### src/rtl/clock_monitor_pkg.sv
// Shared state encoding and default parameter values for the clock rate monitor.
package clock_monitor_pkg;

    typedef enum logic [1:0] {
        ST_SEARCH = 2'd0,
        ST_TRACK  = 2'd1,
        ST_LOCKED = 2'd2
    } mon_state_e;

    localparam int DEF_DIV        = 4;
    localparam int DEF_TOL        = 0;
    localparam int DEF_LOCK_COUNT = 4;
    localparam int DEF_CNT_W      = 16;

    // Saturating 8-bit increment used by the optional error counter.
    function automatic logic [7:0] sat_inc8(input logic [7:0] v);
        return (v == 8'hFF) ? v : v + 8'd1;
    endfunction

endpackage

### src/rtl/sync_edge_detect.sv
// Two-flop synchronizer plus history flop producing a rising-edge strobe.
// The detector only arms after a synchronized low, so a level high at reset release is ignored.
module sync_edge_detect (
    input  logic CLK,
    input  logic rst_n,
    input  logic d,
    output logic rise
);

    logic       s1_q, s1_d;
    logic       s2_q, s2_d;
    logic       hist_q, hist_d;
    logic [1:0] prime_q, prime_d;
    logic       armed_q, armed_d;

    // Next-state for the synchronizer chain and arming logic.
    always_comb begin
        s1_d    = d;
        s2_d    = s1_q;
        hist_d  = s2_q;
        prime_d = {prime_q[0], 1'b1};
        // s2 only carries real samples once the chain has been refilled after reset
        if (prime_q[1] && !s2_q) begin
            armed_d = 1'b1;
        end else begin
            armed_d = armed_q;
        end
        rise = s2_q & ~hist_q & armed_q;
    end

    // Synchronizer, history and arming flops.
    always_ff @(posedge CLK or negedge rst_n) begin
        if (!rst_n) begin
            s1_q    <= 1'b0;
            s2_q    <= 1'b0;
            hist_q  <= 1'b0;
            prime_q <= 2'b00;
            armed_q <= 1'b0;
        end else begin
            s1_q    <= s1_d;
            s2_q    <= s2_d;
            hist_q  <= hist_d;
            prime_q <= prime_d;
            armed_q <= armed_d;
        end
    end

endmodule

### src/rtl/clock_rate_monitor.sv
// Measures slowCLK period in CLK cycles, tracks lock against DIV +/- TOL and flags faults.
// Optional build macro CLOCK_RATE_MONITOR_ERRCNT_EN adds an 8-bit saturating err_count output.
module clock_rate_monitor
    import clock_monitor_pkg::*;
#(
    parameter int DIV        = DEF_DIV,
    parameter int TOL        = DEF_TOL,
    parameter int LOCK_COUNT = DEF_LOCK_COUNT,
    parameter int CNT_W      = DEF_CNT_W
) (
    input  logic             CLK,
    input  logic             rst_n,
    input  logic             slowCLK,
    input  logic             clear,
    output logic             slow_rise,
    output logic [CNT_W-1:0] period,
    output logic             period_valid,
    output logic             locked,
    output logic             fault
`ifdef CLOCK_RATE_MONITOR_ERRCNT_EN
    ,
    output logic [7:0]       err_count
`endif
);

    localparam int               MC_W    = $clog2(LOCK_COUNT + 1);
    localparam logic [MC_W-1:0]  LC_M    = MC_W'(LOCK_COUNT);
    localparam logic [CNT_W:0]   DIV_X   = (CNT_W + 1)'(DIV);
    localparam logic [CNT_W:0]   TOL_X   = (CNT_W + 1)'(TOL);
    localparam logic [CNT_W:0]   TMO_X   = (CNT_W + 1)'(2 * DIV + TOL);
    localparam logic [CNT_W-1:0] CNT_MAX = {CNT_W{1'b1}};

    logic             rise_s;
    logic             in_tol_s, timeout_s, fault_ev_s;
    logic [CNT_W:0]   cnt_x_s;
    mon_state_e       state_q, state_d;
    logic [CNT_W-1:0] cnt_q, cnt_d;
    logic [CNT_W-1:0] period_q, period_d;
    logic             pvalid_q, pvalid_d;
    logic             slow_rise_q, slow_rise_d;
    logic             locked_q, locked_d;
    logic             fault_q, fault_d;
    logic [MC_W-1:0]  match_q, match_d;

    sync_edge_detect u_sync (
        .CLK   (CLK),
        .rst_n (rst_n),
        .d     (slowCLK),
        .rise  (rise_s)
    );

    // Period counter, lock state machine and sticky fault next-state.
    always_comb begin
        cnt_x_s     = {1'b0, cnt_q};
        in_tol_s    = ((cnt_x_s + TOL_X) >= DIV_X) && (cnt_x_s <= (DIV_X + TOL_X));
        timeout_s   = (cnt_x_s > TMO_X);
        state_d     = state_q;
        period_d    = period_q;
        pvalid_d    = pvalid_q;
        match_d     = match_q;
        fault_ev_s  = 1'b0;
        slow_rise_d = rise_s;
        if (rise_s) begin
            cnt_d = {{(CNT_W-1){1'b0}}, 1'b1};
        end else if (cnt_q != CNT_MAX) begin
            cnt_d = cnt_q + {{(CNT_W-1){1'b0}}, 1'b1};
        end else begin
            cnt_d = cnt_q;
        end
        // A rise always takes priority over a timeout seen in the same cycle.
        case (state_q)
            ST_SEARCH: begin
                if (rise_s) begin
                    state_d = ST_TRACK;
                    match_d = {MC_W{1'b0}};
                end else begin
                    state_d = ST_SEARCH;
                end
            end
            ST_TRACK: begin
                if (rise_s) begin
                    period_d = cnt_q;
                    pvalid_d = 1'b1;
                    if (in_tol_s) begin
                        match_d = match_q + MC_W'(1);
                        if ((match_q + MC_W'(1)) == LC_M) begin
                            state_d = ST_LOCKED;
                        end else begin
                            state_d = ST_TRACK;
                        end
                    end else begin
                        match_d = {MC_W{1'b0}};
                    end
                end else if (timeout_s) begin
                    state_d = ST_SEARCH;
                    match_d = {MC_W{1'b0}};
                end else begin
                    state_d = ST_TRACK;
                end
            end
            ST_LOCKED: begin
                if (rise_s) begin
                    period_d = cnt_q;
                    pvalid_d = 1'b1;
                    if (!in_tol_s) begin
                        state_d    = ST_TRACK;
                        match_d    = {MC_W{1'b0}};
                        fault_ev_s = 1'b1;
                    end else begin
                        state_d = ST_LOCKED;
                    end
                end else if (timeout_s) begin
                    state_d    = ST_SEARCH;
                    match_d    = {MC_W{1'b0}};
                    fault_ev_s = 1'b1;
                end else begin
                    state_d = ST_LOCKED;
                end
            end
            default: begin
                state_d = ST_SEARCH;
                match_d = {MC_W{1'b0}};
            end
        endcase
        if (fault_ev_s) begin
            fault_d = 1'b1;
        end else if (clear) begin
            fault_d = 1'b0;
        end else begin
            fault_d = fault_q;
        end
        locked_d = (state_d == ST_LOCKED);
    end

    // Monitor state and registered outputs.
    always_ff @(posedge CLK or negedge rst_n) begin
        if (!rst_n) begin
            state_q     <= ST_SEARCH;
            cnt_q       <= {CNT_W{1'b0}};
            period_q    <= {CNT_W{1'b0}};
            pvalid_q    <= 1'b0;
            slow_rise_q <= 1'b0;
            locked_q    <= 1'b0;
            fault_q     <= 1'b0;
            match_q     <= {MC_W{1'b0}};
        end else begin
            state_q     <= state_d;
            cnt_q       <= cnt_d;
            period_q    <= period_d;
            pvalid_q    <= pvalid_d;
            slow_rise_q <= slow_rise_d;
            locked_q    <= locked_d;
            fault_q     <= fault_d;
            match_q     <= match_d;
        end
    end

    assign slow_rise    = slow_rise_q;
    assign period       = period_q;
    assign period_valid = pvalid_q;
    assign locked       = locked_q;
    assign fault        = fault_q;

`ifdef CLOCK_RATE_MONITOR_ERRCNT_EN
    logic [7:0] err_q, err_d;

    // Fault event counter; an event coincident with clear restarts the count at one.
    always_comb begin
        if (fault_ev_s) begin
            err_d = clear ? 8'd1 : sat_inc8(err_q);
        end else if (clear) begin
            err_d = 8'd0;
        end else begin
            err_d = err_q;
        end
    end

    // Error counter register.
    always_ff @(posedge CLK or negedge rst_n) begin
        if (!rst_n) begin
            err_q <= 8'd0;
        end else begin
            err_q <= err_d;
        end
    end

    assign err_count = err_q;
`endif

endmodule

### config.mk
export PLATFORM = sky130hd
export DESIGN_NAME = clock_rate_monitor
export DESIGN_NICKNAME = d
export VERILOG_FILES = /design/src/rtl/clock_monitor_pkg.sv /design/src/rtl/sync_edge_detect.sv /design/src/rtl/clock_rate_monitor.sv
export SDC_FILE = /design/constraint.sdc
export NUM_CORES = 1
export LEC_CHECK = 0
export BUFFER_PORTS_ARGS = -buffer_cell sky130_fd_sc_hd__buf_2
export CORE_UTILIZATION = 33
export DETAILED_ROUTE_END_ITERATION = 8
export MAX_ROUTING_LAYER = met4
export PLACE_DENSITY_LB_ADDON = 0.3
export SLEW_MARGIN = 20
export SYNTH_ARGS = -nofsm -noshare
export SYNTH_HDL_FRONTEND = slang
export SYNTH_SLANG_ARGS = --single-unit
### constraint.sdc
create_clock -name CLK -period 2.2 [get_ports CLK]
set_clock_uncertainty 0.05 [all_clocks]
set_input_delay 0.22 -clock CLK [delete_from_list [all_inputs] [get_ports CLK]]
set_output_delay 0.22 -clock CLK [all_outputs]
set_load 0.01 [all_outputs]
==> results.txt, run 1 <==
The flow ran to the end, and the final reports show no timing, DRC or antenna violations. The data arrival at the endpoint of the critical path came out at 2.28 ns. The layout overhead on the synthesized area is 17.5%. The post-synth net total was 205; the share of total power in sequential cells was 50.8%. Summed over all layers, the routed wires come to 4300 µm. The Yosys step of the flow raised 0 warnings. Traced cell by cell, the critical path runs through or4_1, nor4_4, mux2_1, o21ai_2, o21a_1. In this run the tightest slew margin relative to its limit is 52.1%. After floorplanning, the core was divided into 29 placement rows. Detailed routing inserted a total of 1,530 vias. The logs give 479 MHz for the timing-limited maximum frequency and 53.7% for the sequential share of the synthesized area. TritonCTS built the clock tree. The post-synthesis area per instance was 11.4 µm²; the xor-xnor portion of the synthesized cell area was 3.60%.

The total area inside the core boundary comes to 6390 µm². By area the synthesized netlist is led by dfrtp_1 (54%), mux2_2 (7.2%), ha_1 (4.6%). After detailed routing, the number of remaining DRC violations is 0. The initial utilization of the core area, before any placement, comes to 34.3%. The number of buffers and inverters on the critical path is 0. The logs give 2 for the number of levels in the clock H-tree and 0 for the final number of setup-violating endpoints. The initial antenna violation count is 0, and the total of flip-flops plus latches after synthesis is 47. For the max-slew violation count, the log shows 0. The shortest period the worst path allows is 2.09 ns. Entering global routing, the biggest net connects 33 pins.

Among all stages on the critical path, the largest delay is contributed by or4_1. Adding up every negative setup slack in the final design gives 0 ns. The via density per instance came out at 4.94. Kind of start point of the critical path: a flip-flop. The average wire length per cell after detail routing was 13.9 µm; the highest fanout seen on the critical path was 6.

The via count of the first global-routing pass is 1,570, and the count of pins on the block boundary is 24. The floorplan step set the die height to 83.5 µm. The detailed placement HPWL came out at 3120 µm. The detailed router finished its first iteration with 52 violations.

The clock-pin transition on the worst setup and hold timing paths came out at 0.08 ns. Port buffering added 23 buffers. The die outline width was 83.5 µm. Total congestion overflow after global routing: 0. Multiplexer cells account for 9.13% of the synthesized area. Power dissipated by switching net loads: 0.627 mW.

In this run the power density over the cells is 775 nW/µm². At the worst endpoint, the required time is 2.39 ns. Net switching is 31.4% of the power. The logs give 23.9% for the portion of total power attributed to combinational logic and 244 for the final net count. After technology mapping, the gate count stands at 193.

The synthesized design spends more area on one cell type than any other, namely dfrtp_1. In the final layout, the share of cells above drive strength 1 is 27.0%. The number of endpoints with negative hold slack in the final report was 0.

Family with the most delay on the worst path: simple AND/OR/NAND/NOR gates. Summed over all cells, the static leakage comes to 1.30 nW. For the number of nets with antenna violations after routing, the log shows 0. The area share of fa/ha/maj cells after synthesis was 4.57%. The tools report the nature of the critical path endpoint as a flip-flop. By area, the combinational part of the netlist is dominated by simple AND/OR/NAND/NOR gates.

The tools report the total of fill cells in the finished design as 620. The global-route wire length before repair came out at 7780 µm. After clock tree synthesis, the setup repair step added 0 buffers. The clock net in this run drives a total of 47 sinks.

After synthesis, the largest area contributor takes up 53.7% of total cell area. The ratio of final minimum period to clock period is 94.9%. The total routing usage reported by global routing came out at 14.5%. The tools report the cell at the root of the clock tree as clkbuf_8. The tools report the cell internal power dissipation as 1.37 mW.

In this run, distinct cell masters in the synthesized netlist total 39. The actual transition at the worst max-transition pin was 0.718 ns. Buffers inserted during clock tree synthesis total 5.

The final weighted congestion in routability-driven placement is 0.854, and the final worst setup slack is 0.113 ns. The worst-case vdd ir drop was 0.412 mV; the total iterations of the first detailed-routing run was 4. The tools report the worst-skew pair later-pin latency as 0.30 ns.

In this run the cell area of the synthesized design comes to 2190 µm². The tools report the die area as 6970 µm². Setup repair after global routing left no endpoint under its margin. OpenSTA, run right after detailed placement, puts the worst setup slack at 0.117 ns. The path class of the tightest hold or removal check is in2reg.

No sink is reached through more buffers than the 2 on the longest clock path. Max-cap violations in this run came to 0. Summing the areas of all compound-gate instances in the mapped netlist gives 7.88% of the synthesized area. The clock network is responsible for 25.4% of the overall power. The number of antenna diodes was 0.

Summing the areas of all and, or, nand and nor instances in the mapped netlist gives 18.3% of the synthesized area. On the worst path, the slowest cell contributes a delay of 0.64 ns. The setup path with the least slack is of type reg2reg. The number of gates resized after CTS was 0.

The number of hold buffers added after cts was 2.
==> per-layer routing <==
metal  track usage, %  wire length [µm]  up-vias  share of wire [%]
li1                 -                 -      754                  -
met1             19.6              2150      740                 50
met2             21.8              1940       28                 45
met3             2.97               152        8                3.5
met4             4.93                59        0                1.4
met5                -                 0        -                  0
==> area by class of cell <==
type	count	area, µm²	area share [%]
clock buffer	6	72.6	2.82
multi-input combinational	130	956	37.1
clock inverter	2	12.5	0.486
sequential	47	1180	45.7
inverter	12	45.0	1.75
tap	77	96.3	3.74
timing repair buffer	36	218	8.45
==> metrics by stage <==
stage	util, %	hold WS, ns	area, µm²	total power [mW]	std cells
floorplan	-	-0.126	2190	1.34	193
global placement	38.7	0.262	2470	1.51	300
detailed placement	38.7	0.264	2470	1.51	300
CTS	40.3	0.0559	2580	2.03	310
global route	40.3	0.0552	2580	2.15	310
finish	40.3	0.0637	2580	2.00	310
==> worst paths after layout <==
check	depth (start not counted)	slack (ns)	to	startpoint
max in group asynchronous	3	1.03	period[2]$_DFFE_PN0P_	rst_n
setup reg to reg	5	0.11	locked$_DFF_PN0_	cnt_q[9]$_DFFE_PN0P_
hold / removal	2	0.06	fault$_DFFE_PN0P_	clear
hold reg to reg	0	0.30	u_sync.prime_q[1]$_DFF_PN0_	u_sync.prime_q[0]$_DFF_PN0_
min in group asynchronous	2	0.45	slow_rise$_DFF_PN0_	rst_n
setup / recovery	5	0.11	locked$_DFF_PN0_	cnt_q[9]$_DFFE_PN0P_
==> layout by cell type, fill, tap and decap left out, types with 3 or more instances in the layout <==
cell      instances
buf_4            11
buf_2            23
nand4_1           4
a31oi_1           3
nor2_1           17
nand2_1          11
nand2b_1          4
inv_1            12
mux2_2           14
and3_1            6
nand3_1          10
o21ai_0          11
clkbuf_8          5
xor2_1            7
ha_1              8
dfrtp_1          47
==> kinds of logic (layout without fill, tap and decap cells) <==
family,count (synthesis),count (layout)
mux,18,18
flops,47,47
simple gates,68,68
compound gates,26,26
buf+inv,16,56
xor+xnor,9,9
fa+ha+maj,8,8
other cells,1,1
==> power groups by stage <==
stage                     combinational [mW]  clock (mW)  sequential (mW)
after floorplan                        0.296           0             1.04
after global placement                 0.477           0             1.03
after detailed placement               0.480           0             1.03
after CTS                              0.484       0.535             1.02
after global routing                   0.541       0.577             1.03
final                                  0.477       0.507             1.01
==> flip-flops by register name, indices dropped and copies added (netlist names) <==
name and count:
cnt_q 16, fault 1, locked 1, match_q 3, period 16, period_valid 1
slow_rise 1, state_q 2, u_sync.armed_q 1, u_sync.hist_d 1, u_sync.hist_q 1, u_sync.prime_q 2
u_sync.s1_q 1
==> Yosys cell counts <==
cell type	number
inv_1	12
o211ai_1	2
o21ai_2	1
a41o_1	1
mux2_1	2
dfrtp_1	47
a31oi_1	3
a21oi_1	1
o21ai_0	11
nor3_4	1
and3_1	6
conb_1	1
nor4_4	2
o21a_1	2
a21o_1	1
nand2_1	11
nand2_2	1
nand2b_1	4
nor3_1	2
nand4_1	4
o2111ai_1	1
a2111o_1	1
nor3b_1	1
buf_1	1
clkbuf_1	3
or4_1	1
mux2_2	14
nand3b_1	2
or2_2	1
mux2i_1	2
or4_4	2
nor2b_1	1
ha_1	8
and4_1	2
xor2_1	7
a22o_1	2
xnor2_1	2
nand3_1	10
nor2_1	17
No activity file was read; power rests on OpenSTA's default activity.
==> inputs of run 2 (changes only) <==
- CTS_BUF_LIST: not set -> sky130_fd_sc_hd__clkbuf_16
- HOLD_SLACK_MARGIN: not set -> 0.15
==> run 2 against run 1 <==
Core utilization is 1.0 points higher; highest routed layer unchanged; global-route usage is 0.42 points higher; hold slack improved by 0.23 ns; first-iteration DRC count fell by 15%; critical path type unchanged; sequential share of layout area is 1.1 points lower; maximum frequency fell by 0.93%; combinational power about the same; non-clock buffer count grew 1; setup slack worse by 0.020 ns; critical endpoint unchanged; register-to-register slack lost 0.02 ns; die area unchanged.
==> results.txt, run 2 (same netlist as run 1, synthesis figures left out) <==
Routability-driven placement finished with a final weighted congestion of 0.854. The kind of start point of the critical path was a flip-flop. The count of pins on the block boundary came out at 24. The detailed placement HPWL is 3120 µm, and the number of antenna diodes is 0.

IR analysis of the VDD net gives a maximum drop of 0.500 mV. The placement-stage worst setup slack is 0.117 ns. The final net count is 245, and the timing-limited maximum frequency is 475 MHz. The die outline height works out to 83.5 µm.

The number of endpoints with negative hold slack in the final report was 0. The worst setup path is captured at a flip-flop. For this design the ratio of total power to cell area is 839 nW/µm².

The number of DRC violations after detailed-routing iteration 0 came out at 44. In the global route stage, overall resource usage came out at 14.9%. The number of gates resized after CTS was 0. For the via count of the first global-routing pass, the log shows 1,583. The clock tree synthesis step divided the H-tree into 2 levels. In this run the remaining antenna-violating nets after routing total 0. Clock tree synthesis selected as its root buffer the cell clkbuf_16. Most common cell after layout, fill and taps aside: dfrtp_1.

The final standard cell utilization of the core was 41.4%; the shortest period the worst path allows was 2.11 ns. The tools report the total wire length after detailed routing as 4380 µm. Measured against its own limit, the worst slew margin works out to 52.4%. After layout, the design draws a total of 2.22 mW. For the number of clock sinks, the log shows 47. Setup repair after global routing left no endpoint under its margin. Worst-skew pair later-pin latency: 0.29 ns.

The flow ran to the end, and the final reports show no timing, DRC or antenna violations. TritonCTS built the clock tree. The number of max-cap violations came out at 0. Compared with the post-synthesis result, the final layout area differs by 20.5%. The die covers 6970 µm². The global-route wire length before repair is 7870 µm, and the via density per instance is 4.91.

Entering global routing, the biggest net connects 33 pins. Counting along the longest clock path gives a buffer depth of 2. In the layout the commonest cells are dfrtp_1 (47), buf_2 (23), nor2_1 (17), mux2_2 (14), inv_1 (13).

Kind of critical path: reg2reg. In the final layout, the share of cells above drive strength 1 is 26.9%. The final total negative setup slack is 0 ns, and the starting density of the core is 34.3%. The total iterations of the first detailed-routing run was 4. The tightest min-delay check is of the reg2reg type. For the final worst setup slack, the log shows 0.0930 ns. The logs give 0 for the initial antenna violation count and 2.29 ns for the data arrival at the endpoint of the critical path. The actual transition at the worst max-transition pin is 0.714 ns. The leakage power figure came out at 1.34 nW. The max-slew violation count is 0, and the highest fanout seen on the critical path is 6. The number of rows in the core area is 29. Input and output buffers added on the ports amount to 23. In the routed design, unresolved DRC markers number 0. Setup violations remaining at the end of the flow were counted as 0. The routed layout has 1,528 vias.

The die is 83.5 µm wide. After detailed routing, the average wire length per cell comes to 14.1 µm. The total overflow left after global routing is 0. The region available for standard cell placement spans 6390 µm².

The clock-pin transition on the worst setup and hold timing paths is 0.06 ns. The logs give 2.38 ns for the required time of the critical path and 5 for the number of clock buffers inserted by TritonCTS. The worst path uses 95.8% of the clock period.
## run 2: final timing paths
| path | from | to | slack (ns) | depth (start not counted) |
|---|---|---|---|---|
| worst max-delay path | cnt_q[9]$_DFFE_PN0P_ | locked$_DFF_PN0_ | 0.09 | 5 |
| worst min-delay path | u_sync.prime_q[0]$_DFF_PN0_ | u_sync.prime_q[1]$_DFF_PN0_ | 0.30 | 0 |
| worst max register to register | cnt_q[9]$_DFFE_PN0P_ | locked$_DFF_PN0_ | 0.09 | 5 |
| worst min register to register | u_sync.prime_q[0]$_DFF_PN0_ | u_sync.prime_q[1]$_DFF_PN0_ | 0.30 | 0 |
| max in group asynchronous | rst_n | period[2]$_DFFE_PN0P_ | 1.02 | 3 |
| min in group asynchronous | rst_n | slow_rise$_DFF_PN0_ | 0.47 | 2 |
## run 2: stage by stage
stage | hold WS (ns) | std cells | cell area [µm²]
after global placement | 0.262 | 300 | 2470
after detailed placement | 0.264 | 300 | 2470
after CTS | 0.300 | 311 | 2640
after floorplan | -0.126 | 193 | 2190
final | 0.297 | 311 | 2640
after global routing | 0.319 | 311 | 2640
## run 2: timing repair
action | CTS | global route
setup endpoints to repair | 0 | 0
hold buffers | 3 | 0
endpoints found under the hold margin | 32 | 0
setup buffers | 0 | 0
## run 2: report_power, final
part           leakage (nW)  total (mW)  internal [mW]  switching, mW
sequential            0.619        1.02          0.949         0.0667
clock                0.0710       0.722          0.414          0.308
combinational         0.645       0.478          0.202          0.277
total                  1.34        2.22           1.56          0.651
## run 2: cell type report
type	instances	area [µm²]
well taps	77	96.3
fillers	610	3740
clock buffers	5	125
clock inverters	3	16.3
flip-flops and latches	47	1180
inverters	12	45.0
repair buffers	37	228
multi-input cells	130	956
## run 2: layer usage
metal  global-route usage [%]  routed length, µm
met5                        -                  0
met4                     4.93                 47
met3                     4.45                171
met2                     21.9               2020
met1                     19.8               2150
## run 2: worst max-delay path, cell delays in order, from the launching register on
cell and delay [ns]:
dfrtp_1 0.44, or4_1 0.66, nor4_4 0.33, mux2_1 0.37, o21ai_2 0.07, o21a_1 0.13
==> inputs of run 3 (changes only) <==
- clock period: 2.2 -> 1.8 ns (I/O delays scaled with it)
==> run 3 against run 2 <==
The flow now finishes with violations (setup timing); hold slack better by 0.0028 ns; sequential share of layout area decreased by 2.6 points; clock power is 21% higher; first-iteration DRC count grew 11%; maximum frequency increased by 7.7%; sequential power rose by 20%.
==> results.txt, run 3 (same netlist as run 1, synthesis figures left out) <==
Across all register-to-register paths, the minimum setup slack is -0.16 ns. The register cell area after layout was 1180 µm². The total congestion overflow after global routing came out at 0. The worst min-delay path class is reg2reg. The critical path in this run is classified as reg2reg. The area growth from synthesis to layout is 27.9%. The via count of the first global-routing pass came out at 1,628.

The via density per instance came out at 4.87. STA classifies the critical path startpoint as a flip-flop. The worst register-to-register path begins at cnt_q[11]$_DFFE_PN0P_.

Clock tree synthesis inserted a total of 5 buffers. The max-slew violation count is 0, and the average wire length per cell after detail routing is 13.8 µm. VDD sags by at most 0.532 mV. In the final design database the tool counted 261 nets. The highest fanout seen on the critical path was 2.

Clock tree synthesis selected as its root buffer the cell clkbuf_16. The count of buffers inserted at the top-level ports is 23, and the total wire length after detailed routing is 4500 µm. The normalized max-slew margin was 62.3%; the area taken by multi-input logic gates was 988 µm². The count of pins on the block boundary is 24, and the core box area is 6390 µm². The run gives 1.43 nW as the leakage power figure. The overall via count from detail_route is 1,589, and the die outline height is 83.5 µm.

Total iterations of the first detailed-routing run: 4. The number of clock sinks was 47; the timing-limited maximum frequency was 511 MHz. The clock-pin transition on the worst setup and hold timing paths works out to 0.06 ns. The tools report the detailed placement HPWL as 3260 µm. The number of rows in the core area came out at 29. The number of cell instances on the worst register-to-register path was 5; the fraction of final layout cells sized beyond drive strength 1 was 34.5%. The ratio of final minimum period to clock period was 109%; the final number of setup-violating endpoints was 6.

For the data arrival at the endpoint of the critical path, the log shows 2.13 ns. Number of levels in the clock H-tree: 2. TritonCTS built the clock tree.

The most common cell after layout, fill and taps aside is dfrtp_1. Entering global routing, the biggest net connects 25 pins. Measured on the finished design, the core utilization comes to 43.9%.

The flow ran to the end, but the final reports show violations. At the pin with the least slew margin, the transition time is 0.566 ns. The launch point of the worst path was cnt_q[11]$_DFFE_PN0P_.

STA puts the critical path data required time at 1.98 ns. The endpoint identified for the worst register-to-register timing path is locked$_DFF_PN0_. The congestion estimate from routability-driven global placement came to 0.832. The detail route stage leaves a number of antenna-violating nets equal to 0.

Measured along the x axis, the die boundary spans 83.5 µm. The total routing usage reported by global routing was 14.8%; the maximum clock path buffer count was 2. The run gives 326 as the final cell count without fillers. After detailed routing, the number of remaining DRC violations is 0.

STA classifies the critical path endpoint as a flip-flop. Across the run, the number of max-cap violations was 0. The smallest clock period supported by the final layout is computed as 1.96 ns.

The number of endpoints with negative hold slack in the final report was 0; the number of DRC violations after detailed-routing iteration 0 was 49. Setup repair after global routing could not meet its margin everywhere. The tools report the number of antenna diodes as 0. The top cell types in the final layout, fill and taps aside, are dfrtp_1 (47), buf_4 (25), buf_2 (23), nor2_1 (17), mux2_2 (14). The die covers 6970 µm². The filler cells instantiated in the layout total 604. The starting density of the core came out at 34.3%. The critical path ends at locked$_DFF_PN0_.

The first global-routing pass estimated 7870 µm of wire. The logs give 315 for the placed cell count and 2.75 mW for the overall power. The final worst setup slack was -0.156 ns; the worst-skew pair later-pin latency was 0.29 ns. The final reports fail on setup timing. The tools report the initial antenna violation count as 0. The cell area power density works out to 982 nW/µm².
## run 3: changes by cell type in the layout (fill, tap and decap cells not counted), sizes merged
cell and delta:
buf +16, clkinv +1, clkinvlp -1, inv -1
## run 3: per-stage QoR
step | TNS, ns | worst slack (ns) | cell area [µm²] | hold WS [ns]
floorplan | -0.146 | -0.109 | 2200 | -0.166
global placement | -0.321 | -0.108 | 2600 | 0.148
detailed placement | -0.486 | -0.137 | 2600 | 0.155
CTS | -0.620 | -0.157 | 2780 | 0.301
global route | -1.10 | -0.216 | 2800 | 0.311
finish | -0.509 | -0.156 | 2800 | 0.300
## run 3: worst max-delay path: stages, from the launching register on
cell,delay [ns]
dfrtp_1,0.38
or4_4,0.58
nor4_4,0.36
mux2_4,0.33
o21ai_2,0.06
o21a_1,0.14
## run 3: layout make-up
cell class	count	share of cell area, %
Tap cell	77	3.44
Sequential cell	47	41.9
Inverter	12	1.61
Clock buffer	5	4.46
Timing Repair Buffer	53	13.0
Clock inverter	2	0.312
Multi-Input combinational cell	130	35.3
## run 3: worst min path at each step
stage	slack [ns]	from	cells past startpoint	to
floorplan	-0.17	rst_n	0	cnt_q[0]$_DFFE_PN0P_
global placement	0.15	rst_n	1	period[15]$_DFFE_PN0P_
detailed placement	0.16	rst_n	1	period[15]$_DFFE_PN0P_
CTS	0.30	u_sync.prime_q[0]$_DFF_PN0_	0	u_sync.prime_q[1]$_DFF_PN0_
global route	0.31	u_sync.prime_q[0]$_DFF_PN0_	0	u_sync.prime_q[1]$_DFF_PN0_
finish	0.30	u_sync.prime_q[0]$_DFF_PN0_	0	u_sync.prime_q[1]$_DFF_PN0_
## run 3: timing repair
action	4_1_cts	5_1_grt
pin swaps	1	6
hold endpoints to repair	25	0
gates resized for setup	3	8
hold buffers	3	0
setup buffers	1	0
endpoints found under the setup margin	7	12
## run 3: power by group
group / internal (mW) / total [mW] / switching, mW / leakage, nW
registers: 1.16 / 1.22 / 0.0648 / 0.619
logic: 0.289 / 0.652 / 0.363 / 0.744
clock network: 0.499 / 0.876 / 0.377 / 0.0671
## run 3: routing by layer
layer | wire (µm) | share of wire, % | track usage (%) | vias to the layer above
met4 | 82 | 1.8 | 7.09 | 0
met3 | 139 | 3.1 | 3.26 | 8
met5 | 0 | 0 | - | -
li1 | - | - | - | 790
met1 | 2130 | 47 | 18.2 | 767
met2 | 2150 | 48 | 23.4 | 24
